`src/rtl/pc_unit.sv`:
```
// pc_unit: program counter, next-PC sequencing and hardware return-address stack.
// Sits ahead of the instruction decoder. It stalls on I/O handshakes and parks on HALT.
module pc_unit #(
  parameter int unsigned PC_WIDTH    = 10,
  parameter int unsigned STACK_DEPTH = 16
) (
  input  logic                           Clock,
  input  logic                           Reset,
  input  logic                           Halt,
  input  logic                           Jump_I,
  input  logic                           Jump_R,
  input  logic                           Branch,
  input  logic                           Branch_Taken,
  input  logic                           Stack_Enable,
  input  logic                           Stack_Write,
  input  logic                           IO_Enable,
  input  logic                           IO_Ready,
  input  logic                           Resume,
  input  logic [PC_WIDTH-1:0]            Imm_Addr,
  input  logic [PC_WIDTH-1:0]            Reg_Addr,
  output logic [PC_WIDTH-1:0]            PC,
  output logic                           Stall,
  output logic                           Halted,
  output logic                           Stack_Error,
  output logic [$clog2(STACK_DEPTH):0]   Stack_Count
);

  localparam int unsigned AW = $clog2(STACK_DEPTH);
  localparam int unsigned CW = AW + 1;

  typedef enum logic [1:0] {
    RUN     = 2'd0,
    IO_WAIT = 2'd1,
    HALTED  = 2'd2,
    ERROR   = 2'd3
  } state_t;

  state_t              state;
  logic [PC_WIDTH-1:0] pc;
  logic [CW-1:0]       count;
  logic [PC_WIDTH-1:0] stack_mem [STACK_DEPTH];

  logic [PC_WIDTH-1:0] pc_inc;
  logic                stack_full;
  logic                stack_empty;
  logic [AW-1:0]       top_idx;
  logic [AW-1:0]       push_idx;
  logic                io_block;
  logic                jal_req;
  logic                ret_req;
  logic                do_push;

  // Shared next-PC terms and stack occupancy decode
  assign pc_inc      = PC_WIDTH'(pc + PC_WIDTH'(1));
  assign stack_full  = (count == CW'(STACK_DEPTH));
  assign stack_empty = (count == '0);
  assign top_idx     = AW'(count - CW'(1));
  assign push_idx    = AW'(count);
  assign io_block    = IO_Enable & ~IO_Ready;
  assign jal_req     = Stack_Enable & Stack_Write;
  assign ret_req     = Stack_Enable & ~Stack_Write;
  // Halt and a blocking I/O both outrank a JAL, so neither may push
  assign do_push     = (state == RUN) & ~Halt & ~io_block & jal_req & ~stack_full;

  // Return-address storage; contents are don't-care until pushed, so no reset
  always_ff @(posedge Clock) begin
    if (do_push) begin
      stack_mem[push_idx] <= pc_inc;
    end
  end

  // Sequencer: state, PC and stack pointer
  always_ff @(posedge Clock or posedge Reset) begin
    if (Reset) begin
      state <= RUN;
      pc    <= '0;
      count <= '0;
    end else begin
      case (state)
        RUN: begin
          if (Halt) begin
            state <= HALTED;
          end else if (io_block) begin
            state <= IO_WAIT;
          end else if (jal_req) begin
            if (stack_full) begin
              state <= ERROR;
            end else begin
              count <= CW'(count + CW'(1));
              pc    <= Imm_Addr;
            end
          end else if (ret_req) begin
            if (stack_empty) begin
              state <= ERROR;
            end else begin
              count <= CW'(count - CW'(1));
              pc    <= stack_mem[top_idx];
            end
          end else if (Jump_R) begin
            pc <= Reg_Addr;
          end else if (Jump_I) begin
            pc <= Imm_Addr;
          end else if (Branch & Branch_Taken) begin
            pc <= Imm_Addr;
          end else begin
            pc <= pc_inc;
          end
        end
        IO_WAIT: begin
          if (IO_Ready) begin
            pc    <= pc_inc;
            state <= RUN;
          end
        end
        HALTED: begin
          if (Resume) begin
            pc    <= pc_inc;
            state <= RUN;
          end
        end
        ERROR: begin
          state <= ERROR;
        end
        default: begin
          state <= ERROR;
        end
      endcase
    end
  end

  // Outputs decoded straight from registered state
  assign PC          = pc;
  assign Stall       = (state == IO_WAIT);
  assign Halted      = (state == HALTED);
  assign Stack_Error = (state == ERROR);
  assign Stack_Count = count;

endmodule

```
`config.mk`:
```
export PLATFORM = sky130hd
export DESIGN_NAME = pc_unit
export DESIGN_NICKNAME = d
export VERILOG_FILES = /design/src/rtl/pc_unit.sv
export SDC_FILE = /design/constraint.sdc
export NUM_CORES = 1
export LEC_CHECK = 0
export ABC_AREA = 0
export CORE_ASPECT_RATIO = 0.7
export CORE_MARGIN = 3
export CORE_UTILIZATION = 45
export DETAILED_ROUTE_END_ITERATION = 7
export PLACE_DENSITY = 0.67
export SETUP_SLACK_MARGIN = 0.05
export SLEW_MARGIN = 20
export SYNTH_ARGS = -nofsm -noshare
export SYNTH_HDL_FRONTEND = slang
export SYNTH_SLANG_ARGS = --single-unit
```
`constraint.sdc`:
```
create_clock -name Clock -period 4.15 [get_ports Clock]
set_input_delay 0.415 -clock Clock [delete_from_list [all_inputs] [get_ports Clock]]
set_output_delay 0.415 -clock Clock [all_outputs]
set_load 0.05 [all_outputs]
```
Yosys cells after proc, flatten, opt, wreduce, memory -nomap -nowiden
Memory sizes are Yosys's and may differ from the RTL's.
Cells that the tools add are included.
W data, S select, Z words.

storage, ports and cells
  bits in registers = 17
  bits in latches = 0
  bits in writable memories = 160
  bits in read-only memories = 0
  input bits = 32
  output and inout bits = 18
  memories = 1

cells by class
  $add $sub $neg = 3
  $mul = 0
  divide/modulo/power cells = 0
  order comparisons = 0
  eq/ne operators = 15
  shifts and indexed selects = 0
  muxes and demuxes = 27
  bitwise gates (word level) = 13
  reduce and logical (&&, ||, !) cells = 7

memories
  memory     words  width  read ports  clocked after memory_dff  write ports  line  text
  stack_mem  16     10     1           0                         1            41    logic [PC_WIDTH-1:0] stack_mem [STACK_DEPTH];

operator list
  operator                 number
  $mux W10                 11
  $pmux W10 S3             1
  $mux W5                  4
  $mux W2                  8
  $ne A5 B5 Y1 const B     3
  $add A10 B1 Y10 const B  1
  $ne A2 B2 Y1 const B     5
  $and A1 B1 Y1            8
  $pmux W2 S4              1
  $reduce_and A7 Y1        1
  $reduce_and A6 Y1        1
  $add A5 B1 Y5 const B    1
  $eq A5 B5 Y1 const B     1
  $logic_not A5 Y1         1
  $not A1 Y1               5
  $reduce_and A5 Y1        1
  $sub A5 B1 Y5 const B    1
  $eq A2 B2 Y1 const B     2
  $ne A4 B4 Y1 const B     1
  $ne A3 B3 Y1 const B     1
  $reduce_bool A3 Y1       1
  $eq A2 B1 Y1 const B     1
  $logic_not A2 Y1         1
  $mux W1                  2
  other kinds (2)          2

Depth between registers and ports, before layout
Gate-level depths: netlist of run 1.

  word-level depth = 9
  gate-level depth with buffers = 11

Worst setup path before layout of run 1
No wires, ideal clock.

  path kind = reg2reg
  start = register count[0], in the netlist Stack_Count[0]
  end = memory stack_mem[0][0] (enable)
  setup time = 0.390 ns
  data arrival time = 2.921 ns
  required time = 3.760 ns
  setup slack = 0.839 ns
  stages on the path, launching flop included = 9
  buffers on the path = 2
  period minus slack after synthesis = 3.311 ns
  cells stage by stage = dfrtp_1 buf_6 buf_2 inv_1 ha_1 nor3b_1 a211oi_1 nand2_1 nor3_1

between the ends
  cells in the longest elaborated chain, start to end = 5

RTL lines
  item                           line  text
  from (decl)                    40    logic [CW-1:0] count;
  from (signal assigned)         89    count <= CW'(count + CW'(1));
  from (signal assigned)         96    count <= CW'(count - CW'(1));
  $eq A5 B5 Y1                   55    assign stack_full = (count == CW'(STACK_DEPTH));
  $not A1 Y1                     63    assign do_push = (state == RUN) & ~Halt & ~io_block & jal_req & ~stack_full;
  $and A1 B1 Y1                  63
  $mux W1                        67    if (do_push) begin
  $mux W1 (not written as such)  68    stack_mem[push_idx] <= pc_inc;
  to (decl)                      41

Parallel ways exist; a longest one is shown, timed or not.

Final worst setup path of run 1
  start = register state[0]
  end = memory stack_mem[7][0] (enable)

between the ends
  cells in the longest elaborated chain, start to end = 7

RTL lines
  item                           line  text
  from (decl)                    38    state_t state;
  from (signal assigned)         75    state <= RUN;
  from (signal assigned)         82    state <= HALTED;
  from (signal assigned)         84    state <= IO_WAIT;
  $logic_not A2 Y1               63
  $and A1 B1 Y1 (4 in series)    63
  $mux W1                        67
  $mux W1 (not written as such)  68

No other way between the ends.

==> impl_metrics.env, run 1 <==
export IMPL_netlist_area_leader_share=0.618
export IMPL_io_buffers=49
export IMPL_intPower_mw=4.48
export IMPL_cp_top_family="simple AND/OR/NAND/NOR gates"
export IMPL_final_cells=770
export IMPL_clkSinkCount=177
export IMPL_ys_ff_latch=177
export IMPL_status="complete, no violations"
export IMPL_viasPerCell=5.89
export IMPL_hold_viol=0
export IMPL_yosysWarnings=0
export IMPL_cts_resized=0
export IMPL_area_growth_pct=18.9
export IMPL_required_ns=4.19
export IMPL_p_leak_nw=3.12
export IMPL_grt_pass1_vias=4417
export IMPL_cts_hold_buf=0
export IMPL_cp_end_kind="flip-flop"
export IMPL_drt_wl_total_um=18000
export IMPL_pre_cts_ws_ns=1.08
export IMPL_fin_crit_ns=2.90
export IMPL_grt_pass1_wl_um=27500
export IMPL_max_cap_viol_count=0
export IMPL_p_sw_mw=2.70
export IMPL_seqPwrFrac=0.351
export IMPL_clkPwrFrac=0.224
export IMPL_cts_tree="built"
export IMPL_yosys_most_used_dff="edfxtp_1"
export IMPL_initial_core_util=0.467
export IMPL_worstSkewPairLatency_ns=0.43
export IMPL_synthArstFlopShare=0.0960
export IMPL_synth_edf_count=160
export IMPL_clk_path_buf_depth=2
export IMPL_placed_cells=738
export IMPL_numCtsBuffers=17
export IMPL_root_buffer="clkbuf_16"
export IMPL_gr_usage_all_layers=0.200
export IMPL_syn_num_nets=501
export IMPL_max_slew_margin=0.344
export IMPL_wire_per_inst_um=23.4
export IMPL_hpwl_um=12200
export IMPL_synth_largest_area_cell="edfxtp_1"
export IMPL_p_per_area_nw_per_um2=776
export IMPL_overflow=0
export IMPL_worstHoldPathType="input port to async pin"
export IMPL_post_route_period_util=0.698
export IMPL_wl_met1_um=8400
export IMPL_drive_gt1_frac=0.193
export IMPL_clk_pin_slew_ns=0.07
export IMPL_critical_path_buf_inv_count=1
export IMPL_antennaDiodeCount=0
export IMPL_synthDistinctLibCells=46
export IMPL_fin_nets=574
export IMPL_met3_length_um=1240
export IMPL_fin_skew_ns=0.0139
export IMPL_pin_count=50
export IMPL_ant_nets=0
export IMPL_total_power_mw=7.18
export IMPL_dr_first_iter_drc_count=522
export IMPL_worst_pin_slew_ns=0.979
export IMPL_core_um2=16600
export IMPL_avgSynthCellArea_um2=16.9
export IMPL_grt_antenna_before_repair=0
export IMPL_setup_violations=0
export IMPL_finalMaxSlewViolations=0
export IMPL_dieWidth_um=163
export IMPL_die_y_um=116
export IMPL_syn_area_um2=7780
export IMPL_final_cell_mix="edfxtp_1, clkdlybuf4s50_1, mux4_2"
export IMPL_critPathLaunchType="flip-flop"
export IMPL_dieArea_um2=18900
export IMPL_post_cts_setup_buffers=0
export IMPL_via_count=4535
export IMPL_seq_area_frac_synth=0.672
export IMPL_slowest_stage="nor2_1"
export IMPL_cp_num_cells=7
export IMPL_htree_levels=4
export IMPL_synthCells=459
export IMPL_fin_ws_ns=1.25
export IMPL_critical_path_max_stage_delay_ns=0.77
export IMPL_worstPathMaxFanout=10
export IMPL_arrival_ns=2.94
export IMPL_layout_commonest_cell="edfxtp_1"
export IMPL_critPathKind="flip-flop to flip-flop"
export IMPL_drt_pass1_iterations=5
export IMPL_rows=39
export IMPL_rsz0062_at_grt="no"
export IMPL_fmax_ghz=0.345
export IMPL_netSwitchingFraction=0.376
export IMPL_grt_start_max_net_pins=27
export IMPL_ir_worst_vdd_mv=0.372
export IMPL_drc=0
export IMPL_holdWs_ns=0.444
export IMPL_combPwrFrac=0.425
export IMPL_wl_met2_um=8120
export IMPL_cpMostUsedCell="nand2_1"
export IMPL_ff2ff_path_depth=7
export IMPL_worstPathCellList="inv_1 > ha_1 > nor2b_1 > nand2_1 > a211oi_1 > nand2_1 > nor2_1"
export IMPL_gp_congestion=0.924
export IMPL_ys_top_cells_by_area="edfxtp_1, mux4_2, dfrtp_1"
export IMPL_tns_ns=0
export IMPL_highest_signal_layer="met4"
[per-stage QoR]
step,util,area (um2)
6_report,0.556,9250
5_1_grt,0.556,9250
4_1_cts,0.556,9250
3_5_place_dp,0.521,8670
3_3_place_gp,0.521,8670
2_1_floorplan,-,7780
[worst register-to-register path, stage by stage (launching register included)]
cell and delay [ns]:
dfrtp_1 0.40, inv_1 0.11, ha_1 0.24, nor2b_1 0.25, nand2_1 0.12, a211oi_1 0.40
nand2_1 0.21, nor2_1 0.77
[sequential cells by signal, indices dropped and copies added (netlist names)]
signal and cells:
PC 10, Stack_Count 5, stack_mem 160, state 2
[metal layers]
| layer | vias to the layer above | track usage |
|---|---|---|
| met5 | - | 0 |
| met4 | 0 | 0.0592 |
| met3 | 20 | 0.0422 |
| met2 | 192 | 0.286 |
| met1 | 2346 | 0.310 |
| li1 | 1977 | - |
[area by class of cell]
type                    count  area (um2)
clock inverters            14         158
multi-input cells         247        2410
well taps                 225         282
inverters                  13        48.8
repair buffers             76         693
fillers                  1275        7390
clock buffers              18         429
flip-flops and latches    177        5230
[synth_stat cells (2+ instances only)]
cell and count:
nand2_1 35, edfxtp_1 160, xor2_1 8, o21ai_0 14, xnor2_1 8, and3_1 3, a211o_1 2, inv_1 12
clkbuf_1 11, o31ai_1 3, o221ai_1 2, dfrtp_1 17, a21oi_1 15, nor2_1 24, o21ai_1 2, nor2b_1 5
nand2b_1 6, a211oi_1 11, and4_1 3, mux4_2 38, nand4_1 4, ha_1 10, nor3_1 7, mux4_1 10
buf_2 7, mux2_2 4, mux2i_1 10, nor3b_1 3, nand3_1 8
[final timing paths]
kind	startpoint	end	slack, ns
max	state[0]	stack_mem[7][0]	1.25
min	Reset	PC[1]	0.44
max reg2reg	state[0]	stack_mem[7][0]	1.25
min reg2reg	Stack_Count[4]	Stack_Count[4]	0.61
max in group asynchronous	Reset	Stack_Count[0]	3.15
min in group Clock	Stack_Count[4]	Stack_Count[4]	0.61
[power groups by stage]
| stage | Sequential, mW | Combinational [mW] | Clock, mW |
|---|---|---|---|
| floorplan | 2.72 | 1.91 | 0 |
| global placement | 2.55 | 2.99 | 0 |
| detailed placement | 2.55 | 3.05 | 0 |
| CTS | 2.52 | 3.06 | 1.62 |
| global route | 2.54 | 3.27 | 1.71 |
| finish | 2.52 | 3.05 | 1.61 |
[cell families after synthesis]
group | Yosys count | share of synthesized area
buffers and inverters | 35 | 0.0216
DFF | 177 | 0.672
AOI/OAI and AO/OA | 58 | 0.0479
xor gates and xnor gates | 16 | 0.0180
adders and majority gates | 10 | 0.0161
muxes | 62 | 0.162
and+or+nand+nor | 101 | 0.0616
Power figures use the tool's default switching activity.
==> run 2, diff against run 1 <==
--- a/config.mk
+++ b/config.mk
@@ -10,7 +10,7 @@
 export CORE_MARGIN = 3
 export CORE_UTILIZATION = 45
 export DETAILED_ROUTE_END_ITERATION = 7
-export PLACE_DENSITY = 0.67
+export PLACE_DENSITY = 0.7
 export SETUP_SLACK_MARGIN = 0.05
 export SLEW_MARGIN = 20
 export SYNTH_ARGS = -nofsm -noshare
==> constraint.sdc (replaced) <==
create_clock -name Clock -period 2.65 [get_ports Clock]
set_input_delay 0.265 -clock Clock [delete_from_list [all_inputs] [get_ports Clock]]
set_output_delay 0.265 -clock Clock [all_outputs]
set_load 0.05 [all_outputs]
==> impl_metrics.env, run 2 (synthesis gave the netlist of run 1 again) <==
export IMPL_status="complete, no violations"
export IMPL_grt_pass1_wl_um=27100
export IMPL_ir_worst_vdd_mv=0.656
export IMPL_dr_first_iter_drc_count=667
export IMPL_final_cells=784
export IMPL_ff2ff_path_depth=9
export IMPL_grt_pass1_vias=4445
export IMPL_critPathKind="flip-flop to flip-flop"
export IMPL_rsz0062_at_grt="no"
export IMPL_max_cap_viol_count=0
export IMPL_clkSinkCount=177
export IMPL_gp_congestion=0.925
export IMPL_placed_cells=752
export IMPL_ant_nets=0
export IMPL_cts_hold_buf=0
export IMPL_fin_nets=588
export IMPL_met1_usage=0.303
export IMPL_post_route_period_util=0.928
export IMPL_layout_commonest_cell="edfxtp_1"
export IMPL_drive_gt1_frac=0.247
export IMPL_initial_core_util=0.467
export IMPL_arrival_ns=2.74
export IMPL_max_slew_margin=0.478
export IMPL_gr_usage_all_layers=0.196
export IMPL_io_buffers=49
export IMPL_regMostFlops="stack_mem"
export IMPL_die_y_um=116
export IMPL_r2r_start="Stack_Count[1]"
export IMPL_clk_pin_slew_ns=0.07
export IMPL_worst_pin_slew_ns=0.782
export IMPL_total_power_mw=11.4
export IMPL_pin_count=50
export IMPL_via_count=4532
export IMPL_critical_path_max_stage_delay_ns=0.46
export IMPL_htree_levels=4
export IMPL_worstHoldPathType="input port to async pin"
export IMPL_fin_ws_ns=0.192
export IMPL_drt_pass1_iterations=5
export IMPL_hpwl_um=12200
export IMPL_dieWidth_um=163
export IMPL_post_cts_setup_buffers=0
export IMPL_worstPathCellList="inv_1 > ha_4 > buf_12 > mux4_2 > nor2b_1 > a211oi_1 > a21oi_1 > o21ai_1 > o221ai_1"
export IMPL_cp_top_family="compound AO/OA/AOI/OAI gates"
export IMPL_clk_path_buf_depth=2
export IMPL_p_leak_nw=3.20
export IMPL_core_um2=16600
export IMPL_wire_per_inst_um=22.6
export IMPL_drc=0
export IMPL_cts_resized=0
export IMPL_slowest_stage="ha_4"
export IMPL_dieArea_um2=18900
export IMPL_pre_cts_ws_ns=0.169
export IMPL_overflow=0
export IMPL_root_buffer="clkbuf_16"
export IMPL_worstPathMaxFanout=21
export IMPL_p_per_area_nw_per_um2=1200
export IMPL_fin_skew_ns=0.0134
export IMPL_r2r_end="PC[0]"
export IMPL_tns_ns=0
export IMPL_critPathLaunchType="flip-flop"
export IMPL_critical_path_buf_inv_count=2
export IMPL_reg2reg_setup_slack_ns=0.19
export IMPL_area_growth_pct=21.7
export IMPL_fin_crit_ns=2.46
export IMPL_rows=39
export IMPL_worstSkewPairLatency_ns=0.43
export IMPL_finalMaxSlewViolations=0
export IMPL_grt_antenna_before_repair=0
export IMPL_antennaDiodeCount=0
export IMPL_grt_start_max_net_pins=32
export IMPL_final_util=0.569
export IMPL_setup_violations=0
export IMPL_cp_end_kind="flip-flop"
export IMPL_drt_wl_total_um=17700
export IMPL_final_cell_mix="edfxtp_1, clkdlybuf4s50_1, buf_4"
export IMPL_grtUsageMet2=0.272
export IMPL_cts_tree="built"
export IMPL_viasPerCell=5.78
export IMPL_numCtsBuffers=17
export IMPL_grt_busiest_layer="met1"
export IMPL_largest_reg_flops=160
export IMPL_required_ns=2.93
export IMPL_fmax_ghz=0.407
export IMPL_hold_viol=0
export IMPL_grt_util_met3=0.0575
==> run 2: worst max-delay path by stage <==
stage / start / endpoint / slack, ns / cells past startpoint
finish: Stack_Count[1] / PC[0] / 0.19 / 9
CTS: Stack_Count[1] / PC[3] / 0.16 / 7
global placement: Stack_Count[1] / PC[3] / 0.22 / 7
global route: state[0] / stack_mem[0][0] / 0.06 / 8
detailed placement: Stack_Count[1] / PC[3] / 0.17 / 7
floorplan: Stack_Count[0] / PC[9] / 0.06 / 10
==> run 2: cell type report <==
class	instances	area, um2
Timing Repair Buffer	90	821
Tap cell	225	282
Multi-Input combinational cell	247	2490
Sequential cell	177	5230
Clock buffer	18	439
Clock inverter	14	151
Inverter	13	51.3
Fill cell	1260	7170
==> run 2: report_power, final <==
group          leakage, nW  total (mW)  switching, mW  internal [mW]
Combinational         1.30        4.98           2.91           2.07
Clock                0.288        2.51           1.08           1.43
Sequential            1.62        3.91          0.195           3.71
==> run 2: layer usage <==
metal,vias up,part of all wire,wire length (um)
met2,168,0.44,7770
li1,2006,-,-
met5,-,0,0
met4,0,0.013,237
met3,17,0.076,1350
met1,2341,0.47,8360
==> run 2: per-stage QoR <==
step | hold WS, ns | area [um2]
final | 0.279 | 9470
after global routing | 0.322 | 9470
after CTS | 0.287 | 9450
after detailed placement | 0.554 | 8860
after global placement | 0.547 | 8860
after floorplan | 0.191 | 7890
==> run 3, diff against run 2 <==
--- a/config.mk
+++ b/config.mk
@@ -6,11 +6,14 @@
 export NUM_CORES = 1
 export LEC_CHECK = 0
 export ABC_AREA = 0
+export ABC_CLOCK_PERIOD_IN_PS = 2650
 export CORE_ASPECT_RATIO = 0.7
 export CORE_MARGIN = 3
 export CORE_UTILIZATION = 45
+export CTS_BUF_LIST = sky130_fd_sc_hd__clkbuf_8
 export DETAILED_ROUTE_END_ITERATION = 7
-export PLACE_DENSITY = 0.7
+export DONT_BUFFER_PORTS = 1
+export PLACE_DENSITY = 0.66
 export SETUP_SLACK_MARGIN = 0.05
 export SLEW_MARGIN = 20
 export SYNTH_ARGS = -nofsm -noshare
==> impl_metrics.env, run 3 (synthesis gave the netlist of run 1 again) <==
export IMPL_pin_count=50
export IMPL_max_slew_margin=0.492
export IMPL_p_leak_nw=3.01
export IMPL_numCtsBuffers=17
export IMPL_critPathKind="flip-flop to flip-flop"
export IMPL_worstSkewPairLatency_ns=0.45
export IMPL_worstHoldPathType="input port to flip-flop"
export IMPL_ff2ff_path_depth=7
export IMPL_layout_commonest_cell="edfxtp_1"
export IMPL_overflow=0
export IMPL_final_util=0.536
export IMPL_finalMaxSlewViolations=0
export IMPL_drt_wl_total_um=17300
export IMPL_initial_core_util=0.467
export IMPL_fin_nets=560
export IMPL_die_y_um=116
export IMPL_placed_cells=720
export IMPL_hpwl_um=12000
export IMPL_clk_path_buf_depth=2
export IMPL_grt_pass1_vias=4265
export IMPL_required_ns=2.95
export IMPL_dieArea_um2=18900
export IMPL_worstPathCellList="inv_1 > ha_4 > nor3b_2 > a311oi_1 > o21ba_2 > o21ai_0 > a211oi_1"
export IMPL_hp_start="Imm_Addr[8]"
export IMPL_fmax_ghz=0.397
export IMPL_worstPathMaxFanout=14
export IMPL_fin_crit_ns=2.52
export IMPL_gr_usage_all_layers=0.189
export IMPL_tns_ns=0
export IMPL_dr_first_iter_drc_count=527
export IMPL_status="complete, no violations"
export IMPL_regMostFlops="stack_mem"
export IMPL_drive_gt1_frac=0.288
export IMPL_root_buffer="clkbuf_8"
export IMPL_rows=39
export IMPL_hold_depth=2
export IMPL_hold_viol=0
export IMPL_grt_pass1_wl_um=25900
export IMPL_min_to="PC[8]"
export IMPL_r2r_start="Stack_Count[1]"
export IMPL_arrival_ns=2.82
export IMPL_grt_start_max_net_pins=32
export IMPL_post_route_period_util=0.951
export IMPL_via_count=4393
export IMPL_grt_antenna_before_repair=0
export IMPL_max_cap_viol_count=0
export IMPL_core_um2=16600
export IMPL_critical_path_max_stage_delay_ns=0.45
export IMPL_clkSinkCount=177
export IMPL_viasPerCell=5.81
export IMPL_fin_skew_ns=0.0209
export IMPL_slowest_stage="a211oi_1"
export IMPL_antennaDiodeCount=0
export IMPL_wire_per_inst_um=22.9
export IMPL_holdWs_ns=0.0410
export IMPL_setup_violations=0
export IMPL_ir_worst_vdd_mv=0.723
export IMPL_rsz0062_at_grt="no"
export IMPL_ant_nets=0
export IMPL_io_buffers=0
export IMPL_dieWidth_um=163
export IMPL_htree_levels=4
export IMPL_final_cell_mix="edfxtp_1, buf_4, mux4_2"
export IMPL_cts_tree="built"
export IMPL_worst_pin_slew_ns=0.761
export IMPL_final_cells=756
export IMPL_clk_pin_slew_ns=0.10
export IMPL_area_growth_pct=14.6
export IMPL_gp_congestion=0.845
export IMPL_cp_end_kind="flip-flop"
export IMPL_reg2reg_setup_slack_ns=0.13
export IMPL_drt_pass1_iterations=5
export IMPL_largest_reg_flops=160
export IMPL_drc=0
export IMPL_p_per_area_nw_per_um2=1190
export IMPL_critPathLaunchType="flip-flop"
export IMPL_r2r_end="PC[5]"
## run 3: cell types whose count changed in the layout (fill, tap and decap cells not counted), sizes merged
cell,change
buf,+19
dlygate4sd3,+1
clkinv,+1
clkinvlp,+1
clkdlybuf4s50,-48
clkbuf,-1
bufinv,-1
## run 3: critical path: cells and delay by family (launching register included)
kind | cells | cell delay (ns)
flip-flops | 1 | 0.43
AO/OA/AOI/OAI | 4 | 1.47
buffers and inverters | 1 | 0.12
adder cells (fa/ha/maj) | 1 | 0.18
AND/OR/NAND/NOR | 1 | 0.17
## run 3: worst max path at each step
stage	start	endpoint	slack [ns]	cells after the start
2_1_floorplan	Stack_Count[0]	PC[9]	0.06	10
3_3_place_gp	Stack_Count[0]	PC[5]	0.18	8
3_5_place_dp	Stack_Count[0]	PC[5]	0.16	8
4_1_cts	Stack_Count[0]	PC[5]	0.12	8
5_1_grt	state[0]	stack_mem[14][7]	0.06	8
6_report	Stack_Count[1]	PC[5]	0.13	7
## run 3: final cells by class
class | instances | area [um2]
clock buffer | 17 | 234
clock inverter | 15 | 135
fill | 1325 | 7720
inverter | 13 | 51.3
multi-input combinational | 247 | 2470
sequential | 177 | 5240
tap | 225 | 282
timing repair buffer | 62 | 505
## run 3: through the flow
step,power [mW],area (um2),worst slack [ns]
floorplan,7.40,7890,0.0574
global placement,8.73,8500,0.182
detailed placement,8.80,8500,0.157
CTS,10.6,8880,0.116
global route,11.1,8920,0.0588
finish,10.6,8920,0.129
## run 3: timing repair
item                                    in CTS  in global routing
resized for setup                            0                  1
endpoints found under the setup margin       0                  2
hold endpoints to repair                    17                  0
buffers inserted                             0                  3
hold buffers                                 1                  0
## run 3: power by group
part           internal, mW  switching [mW]
clock network         0.752            1.01
logic                  2.07            2.85
registers              3.71           0.213
total                  6.53            4.07
## run 3: per-layer routing
metal / global-route usage / up-vias / wire length [um]
li1: - / 1951 / -
met1: 0.288 / 2260 / 8160
met2: 0.280 / 169 / 7890
met3: 0.0454 / 13 / 1150
met4: 0.0428 / 0 / 121
met5: 0 / - / 0
